**src/rtl/inst_fetch.sv**
```systemverilog
// Single-outstanding instruction fetch unit: issues one memory request at a time,
// holds the fetched word for the decoder, and handles redirects, halts and misaligned targets.
module inst_fetch #(
    parameter int unsigned     XLEN     = 64,
    parameter logic [XLEN-1:0] RESET_PC = 64'h8000_0000
) (
    input  logic            clk,
    input  logic            rst,
    output logic            imem_req_valid,
    input  logic            imem_req_ready,
    output logic [XLEN-1:0] imem_req_addr,
    input  logic            imem_rsp_valid,
    input  logic [31:0]     imem_rsp_data,
    output logic            inst_valid,
    input  logic            inst_ready,
    output logic [31:0]     inst,
    output logic [XLEN-1:0] inst_pc,
    input  logic            redirect_valid,
    input  logic [XLEN-1:0] redirect_pc,
    input  logic            halt,
    output logic            fetch_err
);

    typedef enum logic [2:0] {
        S_IDLE,
        S_REQ,
        S_WAIT,
        S_HOLD,
        S_HALTED
    } state_e;

    state_e          state_q, state_d;
    logic [XLEN-1:0] pc_q, pc_d;
    logic [XLEN-1:0] req_addr_q, req_addr_d;
    logic [31:0]     inst_q, inst_d;
    logic [XLEN-1:0] inst_pc_q, inst_pc_d;
    logic            drop_q, drop_d;
    logic            halt_pend_q, halt_pend_d;
    logic            fetch_err_q, fetch_err_d;

    logic            bad_redir;
    logic            good_redir;
    logic            stop;
    logic [XLEN-1:0] pc_tgt;

    always_comb begin
        bad_redir  = redirect_valid && (redirect_pc[1:0] != 2'b00);
        good_redir = redirect_valid && !bad_redir;
        // A halt or misaligned redirect seen this cycle counts immediately.
        stop       = halt_pend_q || halt || bad_redir;
        pc_tgt     = good_redir ? redirect_pc : pc_q;

        state_d     = state_q;
        pc_d        = pc_q;
        req_addr_d  = req_addr_q;
        inst_d      = inst_q;
        inst_pc_d   = inst_pc_q;
        drop_d      = drop_q;
        halt_pend_d = halt_pend_q;
        fetch_err_d = fetch_err_q;

        if (state_q != S_HALTED) begin
            halt_pend_d = stop;
            fetch_err_d = fetch_err_q || bad_redir;
        end

        case (state_q)
            S_IDLE: begin
                pc_d       = pc_tgt;
                req_addr_d = pc_tgt;
                state_d    = stop ? S_HALTED : S_REQ;
            end
            S_REQ: begin
                pc_d = pc_tgt;
                if (good_redir) drop_d = 1'b1;
                if (imem_req_ready) state_d = S_WAIT;
            end
            S_WAIT: begin
                pc_d = pc_tgt;
                if (good_redir) drop_d = 1'b1;
                if (imem_rsp_valid) begin
                    if (!drop_q && !redirect_valid) begin
                        if (stop) begin
                            state_d = S_HALTED;
                        end else begin
                            inst_d    = imem_rsp_data;
                            inst_pc_d = req_addr_q;
                            pc_d      = req_addr_q + XLEN'(4);
                            state_d   = S_HOLD;
                        end
                    end else begin
                        drop_d     = 1'b0;
                        req_addr_d = pc_tgt;
                        state_d    = stop ? S_HALTED : S_REQ;
                    end
                end
            end
            S_HOLD: begin
                // Consumption and a bare redirect both release the held word.
                if (inst_ready || redirect_valid) begin
                    pc_d       = pc_tgt;
                    req_addr_d = pc_tgt;
                    state_d    = stop ? S_HALTED : S_REQ;
                end
            end
            default: state_d = S_HALTED;
        endcase
    end

    always_ff @(posedge clk) begin
        if (rst) begin
            state_q     <= S_IDLE;
            pc_q        <= RESET_PC;
            req_addr_q  <= RESET_PC;
            inst_q      <= '0;
            inst_pc_q   <= '0;
            drop_q      <= 1'b0;
            halt_pend_q <= 1'b0;
            fetch_err_q <= 1'b0;
        end else begin
            state_q     <= state_d;
            pc_q        <= pc_d;
            req_addr_q  <= req_addr_d;
            inst_q      <= inst_d;
            inst_pc_q   <= inst_pc_d;
            drop_q      <= drop_d;
            halt_pend_q <= halt_pend_d;
            fetch_err_q <= fetch_err_d;
        end
    end

    always_comb begin
        imem_req_valid = (state_q == S_REQ);
        imem_req_addr  = (state_q == S_HALTED) ? '0 : req_addr_q;
        inst_valid     = (state_q == S_HOLD);
        inst           = (state_q == S_HALTED) ? '0 : inst_q;
        inst_pc        = inst_pc_q;
        fetch_err      = fetch_err_q;
    end

endmodule
```
**config.mk**
```make
export PLATFORM = sky130hd
export DESIGN_NAME = inst_fetch
export DESIGN_NICKNAME = d
export VERILOG_FILES = /design/src/rtl/inst_fetch.sv
export SDC_FILE = /design/constraint.sdc
export NUM_CORES = 1
export LEC_CHECK = 0
export ABC_AREA = 1
export BUFFER_PORTS_ARGS = -buffer_cell sky130_fd_sc_hd__buf_4
export CORE_MARGIN = 2
export CORE_UTILIZATION = 45
export CTS_CLUSTER_SIZE = 25
export DETAILED_ROUTE_END_ITERATION = 10
export PLACE_DENSITY = 0.68
export RECOVER_POWER = 100
export SYNTH_ARGS = -nofsm -noshare
export SYNTH_HDL_FRONTEND = slang
export SYNTH_SLANG_ARGS = --single-unit
```
**constraint.sdc**
```tcl
create_clock -name clk -period 2.3 [get_ports clk]
set_input_delay 0.23 -clock clk [delete_from_list [all_inputs] [get_ports clk]]
set_output_delay 0.23 -clock clk [all_outputs]
set_load 0.05 [all_outputs]
```
==> impl_metrics.json <==
{
  "status": "finished clean",
  "yosysWarnings": 0,
  "p_seq_frac": 0.412,
  "cp.arrival_ns": 1.97,
  "hold_class": "primary input to flip-flop",
  "post-place-ws_ns": 0.2262,
  "p_per_area_nw_per_um2": 735.0,
  "synth_cell_types": 46,
  "gr-usage-all-layers": 0.2699,
  "grt-ovfl-total": 0,
  "synth_edf_count": 0,
  "area_growth_pct": 25.18,
  "slowest_delay_ns": 0.41,
  "row_count": 59,
  "drcViolationCount": 0,
  "htreeDepth": 1,
  "synth_flop_cell": "dfxtp_1",
  "synth_cells": 1638,
  "clock-sinks": 230,
  "crit_path_max_fanout": 70,
  "start_util": 0.4568,
  "p_int_uw": 7343,
  "ys_seq_elements": 230,
  "vdd_drop_max_mv": 0.5563,
  "die_x_microns": 166.2,
  "worstSetupStartpointType": "flip-flop",
  "io_buffer_count": 265,
  "p_sw_uw": 3547,
  "max-cap-violations": 0,
  "ant_nets": 0,
  "diodes": 0,
  "cts_tree": "built",
  "crit_path_top_delay_cell": "dfxtp_1",
  "hpwl_microns": 27450,
  "drive_gt1_frac": 0.1884,
  "drt-pass1-iter-count": 5,
  "async_flop_share": 0,
  "synth.area.top_cells": "dfxtp_1 39%, nor2_1 8.6%, a21oi_1 7.6%",
  "fp.dieArea_sq_um": 27610,
  "synth_nets": 1742,
  "critical_path_class": "flip-flop to output pin",
  "finalMaxSlewViolations": 0,
  "grt_pass1_vias": 11400,
  "p_clk_frac": 0.374,
  "tightest_slew_ns": 0.8005,
  "fin_crit_sh": 0.9568,
  "core_sq_um": 25910,
  "wl_microns": 39150,
  "die_height_microns": 166.2,
  "synth_top_area_frac": 0.3890,
  "crit_required_ns": 2.07,
  "drtIter0Drc": 956,
  "yosysSeqAreaShare": 0.3890,
  "yosys.area.top_type": "dfxtp_1",
  "clockBufferDepth": 3,
  "post_cts_buffers": 0,
  "finalSetupViolCount": 0,
  "endpoint_kind": "output pin",
  "clk_pin_slew_ns": 0.06,
  "place_congestion": 0.9631,
  "grt_pass1_wl_microns": 61410,
  "p_sw_frac": 0.3257,
  "finalNetCount": 1990,
  "fmax_mhz": 454.4,
  "p_leak_uw": 0.006248,
  "setup-tns-final_ns": 0,
  "viasPerCell": 5.407,
  "cts-root-buf": "clkbuf_16",
  "rsz0062_at_grt": "false",
  "syn_area_sq_um": 11840,
  "grt_max_degree": 120,
  "antenna_found_initial": 0,
  "maxSlewHeadroom": 0.4686,
  "hold_violations": 0,
  "cts_buffers": 27,
  "pin_count": 266,
  "syn-mean-instance-area_sq_um": 7.225,
  "skew_ns": 0.009107,
  "vias": 12120,
  "fin_ws_ns": 0.09945,
  "path_cells": "inv_2, nor3_2, buf_12, nor2_1, buf_4",
  "clk-insertion-delay-late_ns": 0.53,
  "post_cts_resize_count": 0,
  "combinationalPowerShare": 0.214,
  "route.detailed.wl_per_inst_microns": 17.47,
  "period_minus_slack_ns": 2.201
}
==> final timing paths <==
path | slack, ns | cells after the start | from | endpoint
min reg2reg | 0.45 | 2 | inst_q[28]$_SDFFE_PP0P_ | inst_q[28]$_SDFFE_PP0P_
min | 0.01 | 3 | imem_rsp_data[10] | inst_q[10]$_SDFFE_PP0P_
max reg2reg | 0.17 | 9 | req_addr_q[3]$_SDFFE_PP0P_ | pc_q[40]$_SDFFE_PP0P_
max | 0.1 | 5 | state_q[2]$_SDFFE_PP0P_ | imem_req_addr[19]
==> cell usage after synthesis, types with 2 or more instances <==
cell type  count
nor2_8         3
nor2_4         6
o211ai_1      21
nor2_2        14
o21ai_0      133
nor2_1       272
dfxtp_1      230
xor2_1         9
nand3_1       90
a21oi_1      179
buf_1          2
nand2_2        8
nor3_2         2
nand2_4        2
nand3_2        5
nand2_1      216
buf_2         35
a211oi_1      16
and2_1         4
inv_2          8
nor3b_1        2
mux2i_1       46
clkbuf_1      60
inv_1        148
or2_2          5
o211a_1        3
nor3_1        24
buf_6          6
nand4_1       18
a31oi_1        4
a211oi_2      50
nand3b_1       3
==> stage by stage <==
step                hold slack, ns  std cells  area (sq um)    util  power (uW)
global placement            0.4371       2169         14180  0.5472        6900
detailed placement          0.4455       2169         14180  0.5472        6924
floorplan                   0.4198       1638         11840       -        6138
CTS                    0.000002720       2241         15240  0.5883       11020
global route              0.007414       2241         14820  0.5718       11320
finish                     0.01040       2241         14820  0.5718       10890
==> what timing repair did <==
item / CTS / global route
hold endpoints to repair: 23 / 0
setup endpoints to repair: 0 / 0
hold buffers: 23 / 0
==> cell usage in the layout, fill, tap and decap left out, types with 23 or more instances in the layout <==
cell type	synthesis	final
mux2i_1	46	46
o21ai_0	133	134
dfxtp_1	230	230
clkbuf_16	0	27
dlygate4sd3_1	0	23
clkbuf_1	60	75
clkbuf_4	0	64
buf_4	1	140
a211oi_1	16	33
nand3_1	90	91
inv_1	148	148
a21oi_1	179	179
nor2_1	272	276
nand2_1	216	218
nor3_1	24	24
a211oi_2	50	33
==> routing by layer <==
layer  vias to the layer above  share of wire  GRT usage
met3                        63          0.089    0.05029
met4                         0          0.024    0.07032
li1                       5956              -          -
met5                         -              0          0
met2                       519           0.46     0.4471
met1                      5578           0.43     0.3628
==> state kept, by name, indices dropped and copies added (netlist names) <==
signal and flops:
req_addr_q 64, fetch_err 1, drop_q 1, pc_q 64, halt_pend_q 1, inst_q 32
state_q 3, inst_pc 64
==> critical path, delay by kind of cell (launching register included) <==
family / cells / cell delay (ns)
flops: 1 / 0.41
simple gates: 2 / 0.36
buf+inv: 3 / 0.62
==> cell type report <==
type | count | area (sq um)
clock buffers | 41 | 788.3
fillers | 2564 | 11100
flip-flops and latches | 230 | 4604
repair buffers | 323 | 2308
clock inverters | 8 | 47.55
multi-input cells | 1148 | 6057
well taps | 335 | 419.2
inverters | 156 | 590.6
==> power by group through the flow <==
stage / Combinational [uW] / Sequential, uW / Clock [uW]
after global placement: 2340 / 4560 / 0
final: 2330 / 4490 / 4070
after floorplan: 1630 / 4510 / 0
after CTS: 2400 / 4480 / 4130
after global routing: 2510 / 4520 / 4290
after detailed placement: 2360 / 4560 / 0
==> cells by family after synthesis <==
family | after synthesis | synth area share
compound gates | 413 | 0.2180
xor+xnor | 9 | 0.006661
fa+ha+maj | 1 | 0.001057
buf+inv | 260 | 0.09028
flops | 230 | 0.3890
mux | 46 | 0.03890
simple gates | 679 | 0.2561
No activity file was read; power rests on OpenSTA's default activity.
